--- config.mk ---
export PLATFORM = sky130hd
export DESIGN_NAME = apb_slave_regfile
export DESIGN_NICKNAME = d
export VERILOG_FILES = /design/src/rtl/apb_slave_regfile.sv
export SDC_FILE = /design/constraint.sdc
export NUM_CORES = 2
export LEC_CHECK = 0
export CORE_ASPECT_RATIO = 1.4
export CORE_MARGIN = 2
export CORE_UTILIZATION = 55
export DETAILED_ROUTE_END_ITERATION = 12
export PLACE_DENSITY_LB_ADDON = 0.08
export SLEW_MARGIN = 20
export SYNTH_ARGS = -nofsm -noshare
export SYNTH_HDL_FRONTEND = slang
export SYNTH_SLANG_ARGS = --single-unit
--- constraint.sdc ---
create_clock -name PCLK -period 17.45 [get_ports PCLK]
set_clock_uncertainty 0.1 [all_clocks]
set_input_delay 3.49 -clock PCLK [delete_from_list [all_inputs] [get_ports PCLK]]
set_output_delay 3.49 -clock PCLK [all_outputs]
set_load 0.05 [all_outputs]
--- src/rtl/apb_slave_regfile.sv ---
// APB3/APB4 completer fronting a byte-strobed register file.
// Responses are fully registered and stretched by a fixed number of wait states.
module apb_slave_regfile #(
  parameter int ADDWIDTH    = 8,
  parameter int DATAWIDTH   = 32,
  parameter int DEPTH       = 64,
  parameter int WAIT_CYCLES = 0
) (
  input  logic                   PCLK,
  input  logic                   PRESET,
  input  logic                   PSEL,
  input  logic                   PENABLE,
  input  logic                   PWRITE,
  input  logic [ADDWIDTH-1:0]    PADDR,
  input  logic [DATAWIDTH-1:0]   PWDATA,
  input  logic [DATAWIDTH/8-1:0] PSTRB,
  output logic                   PREADY,
  output logic [DATAWIDTH-1:0]   PRDATA,
  output logic                   PSLVERR
);

  localparam int NB = DATAWIDTH / 8;
  localparam int LW = $clog2(NB);
  localparam int IW = ADDWIDTH - LW;
  localparam int MW = (DEPTH > 1) ? $clog2(DEPTH) : 1;

  typedef enum logic [1:0] {
    S_IDLE,
    S_WAIT,
    S_DONE
  } state_t;

  state_t                 state_q, state_d;
  logic [3:0]             cnt_q, cnt_d;
  logic                   latch, enter_done, commit;

  logic [IW-1:0]          idx_q;
  logic                   wr_q;
  logic [DATAWIDTH-1:0]   wdata_q;
  logic [NB-1:0]          strb_q;

  logic                   pready_q, pslverr_q;
  logic [DATAWIDTH-1:0]   prdata_q;
  logic [DATAWIDTH-1:0]   mem [DEPTH];

  logic [IW-1:0]          idx_in, cur_idx;
  logic                   cur_wr, cur_in;
  logic [DATAWIDTH-1:0]   rd_word;

  function automatic logic in_range(input logic [IW-1:0] i);
    return 32'(i) < 32'(DEPTH);
  endfunction

  function automatic logic [DATAWIDTH-1:0] merge_bytes(
    input logic [DATAWIDTH-1:0] old_w,
    input logic [DATAWIDTH-1:0] new_w,
    input logic [NB-1:0]        strb
  );
    logic [DATAWIDTH-1:0] res;
    res = old_w;
    for (int b = 0; b < NB; b++)
      if (strb[b]) res[b*8 +: 8] = new_w[b*8 +: 8];
    return res;
  endfunction

  // Low address bits only select a byte lane and are deliberately ignored.
  generate
    if (LW > 0) begin : g_lsb
      logic unused_lsb;
      assign unused_lsb = ^PADDR[LW-1:0];
    end
  endgenerate

  assign idx_in = PADDR[ADDWIDTH-1:LW];

  // When the response is loaded straight out of IDLE the setup fields are
  // not latched yet, so take them from the bus for that one edge.
  always_comb begin
    cur_idx = idx_q;
    cur_wr  = wr_q;
    if (state_q == S_IDLE) begin
      cur_idx = idx_in;
      cur_wr  = PWRITE;
    end
    cur_in  = in_range(cur_idx);
    rd_word = '0;
    if (cur_in) rd_word = mem[cur_idx[MW-1:0]];
  end

  always_comb begin
    state_d    = state_q;
    cnt_d      = cnt_q;
    latch      = 1'b0;
    enter_done = 1'b0;
    commit     = 1'b0;
    case (state_q)
      S_IDLE: begin
        if (PSEL && !PENABLE) begin
          latch = 1'b1;
          if (WAIT_CYCLES == 0) begin
            state_d    = S_DONE;
            enter_done = 1'b1;
          end else begin
            state_d = S_WAIT;
            cnt_d   = 4'(WAIT_CYCLES);
          end
        end
      end
      S_WAIT: begin
        if (!PSEL) begin
          state_d = S_IDLE;
          cnt_d   = '0;
        end else if (PENABLE) begin
          if (cnt_q <= 4'd1) begin
            state_d    = S_DONE;
            enter_done = 1'b1;
            cnt_d      = '0;
          end else begin
            cnt_d = cnt_q - 4'd1;
          end
        end
      end
      S_DONE: begin
        state_d = S_IDLE;
        commit  = 1'b1;
      end
      default: state_d = S_IDLE;
    endcase
  end

  // Control and response registers
  always_ff @(posedge PCLK) begin
    if (PRESET) begin
      state_q   <= S_IDLE;
      cnt_q     <= '0;
      pready_q  <= 1'b0;
      pslverr_q <= 1'b0;
      prdata_q  <= '0;
    end else begin
      state_q  <= state_d;
      cnt_q    <= cnt_d;
      pready_q <= enter_done;
      if (enter_done) begin
        pslverr_q <= !cur_in;
        if (!cur_wr) prdata_q <= rd_word;
      end else begin
        pslverr_q <= 1'b0;
      end
    end
  end

  // Setup-phase capture
  always_ff @(posedge PCLK) begin
    if (latch) begin
      idx_q   <= idx_in;
      wr_q    <= PWRITE;
      wdata_q <= PWDATA;
      strb_q  <= PSTRB;
    end
  end

  // Register file; writes land on the completion edge only
  always_ff @(posedge PCLK) begin
    if (PRESET) begin
      for (int i = 0; i < DEPTH; i++) mem[i] <= '0;
    end else if (commit && wr_q && in_range(idx_q)) begin
      mem[idx_q[MW-1:0]] <= merge_bytes(mem[idx_q[MW-1:0]], wdata_q, strb_q);
    end
  end

  assign PREADY  = pready_q;
  assign PSLVERR = pslverr_q;
  assign PRDATA  = prdata_q;

endmodule
# Word level (Yosys, flattened, before mapping)
# Memories as Yosys holds them, arrays and structs flattened. A register that Yosys moved wholly into a read port is not among the register bits.
# Cells that the tools add are included.
[op_classes]
order_cmp = 1
n_reduce_logical = 12
n_addsub = 1
bitwise_logic = 1
eq_ne = 10
muxes = 37
[ops]
columns = ["cell", "count"]
rows = [
  ["$mux 8", 12],
  ["$mux 32", 1],
  ["$reduce_or 32->1", 1],
  ["$ne 3x3->1 const B", 6],
  ["$mux 4", 4],
  ["$mux 1", 12],
  ["$mux 6", 2],
  ["$reduce_and 2->1", 6],
  ["$mux 2", 4],
  ["$le 4x1->1 const B", 1],
  ["$ne 2x1->1 const B", 2],
  ["$pmux 2 s2", 1],
  ["$sub 4x1->4 const B", 1],
  ["$reduce_and 3->1", 1],
  ["$eq 2x1->1 const B", 1],
  ["$eq 2x2->1 const B", 1],
  ["$logic_and 1x1->1", 2],
  ["$logic_not 2->1", 1],
  ["$pmux 1 s2", 1],
  ["$logic_not 1->1", 1],
  ["$not 1->1", 1],
]
[totals]
inputBits = 49
mem_count = 1
out_inout_bits = 34
word_cells = 70
register_bits = 50
mem_bits_rw = 2048
[mem_list]
columns = ["memory", "words", "word_bits", "rd", "rd_ports_with_merged_regs", "write_ports", "line_no", "text"]
rows = [
  ["mem", 64, 32, 1, 1, 64, "44", "logic [DATAWIDTH-1:0] mem [DEPTH];"],
]

# Logic depth before layout (Yosys ltp)
[depth]
word_depth = 9
depth_mapped = 13
depth_no_buf = 8

# Worst setup path after synthesis
# Ideal clock, no wire load.
[synth_timing]
path_kind = "in2reg"
startpoint = "input port PENABLE"
endpoint = "register prdata_q[14] (netlist: PRDATA[14]) (read register of mem)"
path_buffers = 0
setup_time_ns = 0.134
setup_slack_ns = 8.721
t_arrival_ns = 8.495
stages = 5
path_cell_list = "nor3b_1 a21oi_1 a32oi_1 nand3_1 or4_1"
[synth_between]
elab_chain_len = 5
word_cells_on_any_way = 7
[synth_rtl]
columns = ["element", "line_no", "text"]
rows = [
  ["from (decl)", "12", "input logic PENABLE,"],
  ["$logic_not 1->1", "98", "if (PSEL && !PENABLE) begin"],
  ["$logic_and 1x1->1", "98", ""],
  ["$mux 1", "n/a", ""],
  ["$pmux 1 s2 *", "96", "case (state_q)"],
  ["$reduce_and 2->1 (no line) *", "n/a", ""],
  ["to (decl)", "43", "logic [DATAWIDTH-1:0] prdata_q;"],
]
# Every way passes the cells marked *; elsewhere a longest branch is shown, timed or not.
# A chain may end at the register's enable or synchronous reset.

# Worst setup path after layout
[layout_timing]
startpoint = "input port PADDR[2]"
endpoint = "register prdata_q[14] (netlist: PRDATA[14]) (read register of mem)"
[layout_between]
elab_chain_len = 1
[layout_rtl]
columns = ["element", "line_no", "text"]
rows = [
  ["from (decl)", "14", "input logic [ADDWIDTH-1:0] PADDR,"],
  ["$mux 6", "81", "if (state_q == S_IDLE) begin"],
]
# Every way passes these cells.

==> impl_metrics.ini <==
[run_status]
outcome = finished clean

[logic_synthesis]
mappedNetlistArea_sq_um = 98510
yosysWarningCount = 0
ys_seq_elements = 2125
yosysTopAreaCellShare = 0.6374
seq_area_frac_synth = 0.6443
yosys.area.top_type = edfxtp_1
synthesis.instances = 7771
synth_common_cells = edfxtp_1 (2,091), and2_1 (2,054), nand2_1 (883)
synth-main-ff-cell = edfxtp_1
synth_nets = 7820
avgSynthCellArea_sq_um = 12.68
postSynth.asyncResetShare = 0
synth_most_common_cell = edfxtp_1
ys_types = 60
yosys-top-cells-area = edfxtp_1 (64%), and2_1 (13%), mux2i_1 (3.7%)
synth-edff-count = 2091

[power_and_ir_drop]
power_frac_seq = 0.526
ir_worst_vdd_v = 0.0001190
share_comb_of_total_power = 0.077
p_switching_w = 0.002593
p_sw_frac = 0.2352
leakage_nw = 39.54
p_per_area_nw_per_um2 = 102.6
pwr-share-clk = 0.398
internal_power_w = 0.008431

[clock_tree]
cts_tree = done
cts_resized = 0
holdBufCountCts = 0
cts_max_level = 4
post_cts_buffers = 0
clk_latency_ns = 0.87
cts_sinks = 2125
max-clock-path-buffers = 3
clockRootBuffer = clkbuf_16
path_clk_slew_ns = 0.07
cts_made_buffers = 203

[sta]
max_freq_mhz = 119.7
setup_viol = 0
slew_headroom = 0.09600
post-route-period-util = 0.4788
layout_min_cycle_time_ns = 8.354
rsz0062_at_grt = false
drv_slew = 0
setup_tns_ns = 0
worst_pin_slew_ns = 1.322
setup_ws_ns = 9.096
hold_viol = 0
hold_slack_ns = 0.4346

[drt]
viasPerCell = 6.189
antenna_left = 0
wire_per_inst_microns = 29.43
remaining_drc_errors = 0
vias = 62424
drt_wl_total_mm = 296.8
dr.pass1.iters = 7
first_iter_violations = 7096

[global_routing]
met2_usage = 0.5211
overflow = 0
grt_util_met3 = 0.06203
gr-usage-met1 = 0.4186
grt_max_degree = 138
grt_pass1_wl_mm = 427.7
grtUsageTotal = 0.3249
antenna_found_initial = 29
busiest_layer = met2
grt_pass1_vias = 61398

[floorplanning]
rows = 183
die_area_sq_um = 182600
io_pins = 83
initial_utilization = 0.5544
fp.dieW_microns = 361.7
die_h_microns = 504.8
core_sq_um = 177700

[placed_design]
place_congestion = 0.8666
dp_slack_ns = 8.256
place_hpwl_mm = 182.8
portBuffers = 79

[setup_path]
end_kind = flip-flop
crit_fanout = 103
critPathRequiredTime_ns = 18.07
worstSetupStartpointType = primary input
critical_path_class = in2reg
crit_arrival_ns = 8.97

[flow_run]
max-cap-violations = 0

[finish]
final_net_count = 7640
utilization = 0.6045
area_growth_syn_to_layout_pct = 9.030
drive_above_1_share = 0.1104
fillers = 13896

[worst_hold_path]
hold_class = reg2reg
## worst paths after layout
path                            slack [ns]  depth (start not counted)               startpoint                       to
worst max-delay path                  9.10                          9                 PADDR[2]  PRDATA[14]$_SDFFE_PP0P_
worst max register to register       11.64                          9  state_q[1]$_SDFFE_PP0P_  PRDATA[14]$_SDFFE_PP0P_
worst min register to register        0.43                          1  PRDATA[17]$_SDFFE_PP0P_  PRDATA[17]$_SDFFE_PP0P_
worst min-delay path                  0.43                          1  PRDATA[17]$_SDFFE_PP0P_  PRDATA[17]$_SDFFE_PP0P_
## power by group through the flow
stage	Combinational [W]	Sequential (W)	Clock, W
3_3_place_gp	0.000828	0.00590	0
2_1_floorplan	0.000507	0.00589	0
4_1_cts	0.000838	0.00580	0.00441
6_report	0.000843	0.00580	0.00438
5_1_grt	0.000882	0.00581	0.00460
3_5_place_dp	0.000835	0.00591	0
## metal layers
metal  wire length (microns)  vias to the layer above
li1                        -                    27418
met1                  110800                    31281
met2                  140000                     2981
met3                   26070                      722
met4                   19890                       22
met5                     136                        -
## cell families after synthesis
logic type | after synthesis | synth area share
DFF | 2125 | 0.6443
AOI/OAI and AO/OA | 755 | 0.05181
other | 1 | 0.00003807
and+or+nand+nor | 3776 | 0.2077
muxes | 512 | 0.06965
buffers and inverters | 602 | 0.02656
## stage by stage
step	total power [W]	cells	cell area (sq um)
6_report	0.01102	10087	107400
5_1_grt	0.01129	10072	107400
4_1_cts	0.01105	10069	107400
3_5_place_dp	0.006741	9698	100900
3_3_place_gp	0.006726	9698	100900
2_1_floorplan	0.006401	7771	98510
## worst max-delay path, cell delays in order
cell and delay, ns:
clkdlybuf4s50_1 0.74, mux2_8 0.57, buf_12 0.61, buf_4 0.76, buf_4 0.73, mux4_2 0.62
a2111oi_2 0.37, nor3_1 0.19, or4_1 0.57
## area by class of cell
cell class / count / area (sq um) / area share
timing repair buffer: 212 / 1857 / 0.01729
clock buffer: 254 / 5445 / 0.05070
tap: 2312 / 2893 / 0.02693
clock inverter: 117 / 1032 / 0.009610
sequential: 2125 / 63470 / 0.5909
antenna: 18 / 45.04 / 0.0004194
inverter: 5 / 18.77 / 0.0001747
multi-input combinational: 5044 / 32650 / 0.3039
## registers in the layout, indices dropped and copies added (netlist names)
register	count
strb_q	4
mem	2048
PREADY	1
PRDATA	32
wdata_q	32
state_q	1
wr_q	1
idx_q	6
## placed cells by master (no fill, tap or decap), types with 11 or more instances in the layout
cell	instances
a2111oi_0	61
a211oi_1	12
a21oi_1	264
a311oi_1	22
a31oi_1	46
and2_1	2053
and3_1	32
buf_4	128
bufinv_16	17
clkbuf_1	37
clkbuf_16	206
clkbuf_8	11
clkdlybuf4s50_1	78
clkinv_1	44
clkinv_2	39
dfxtp_1	33
diode_2	18
edfxtp_1	2091
mux2i_1	365
mux4_2	138
nand2_1	873
nand3_1	192
nand4_1	11
nor2_1	280
nor3_1	22
nor4_1	21
o211ai_1	15
o21ai_0	72
o221ai_1	155
o22ai_1	45
or2_2	256
(Power assumes the default switching activity.)
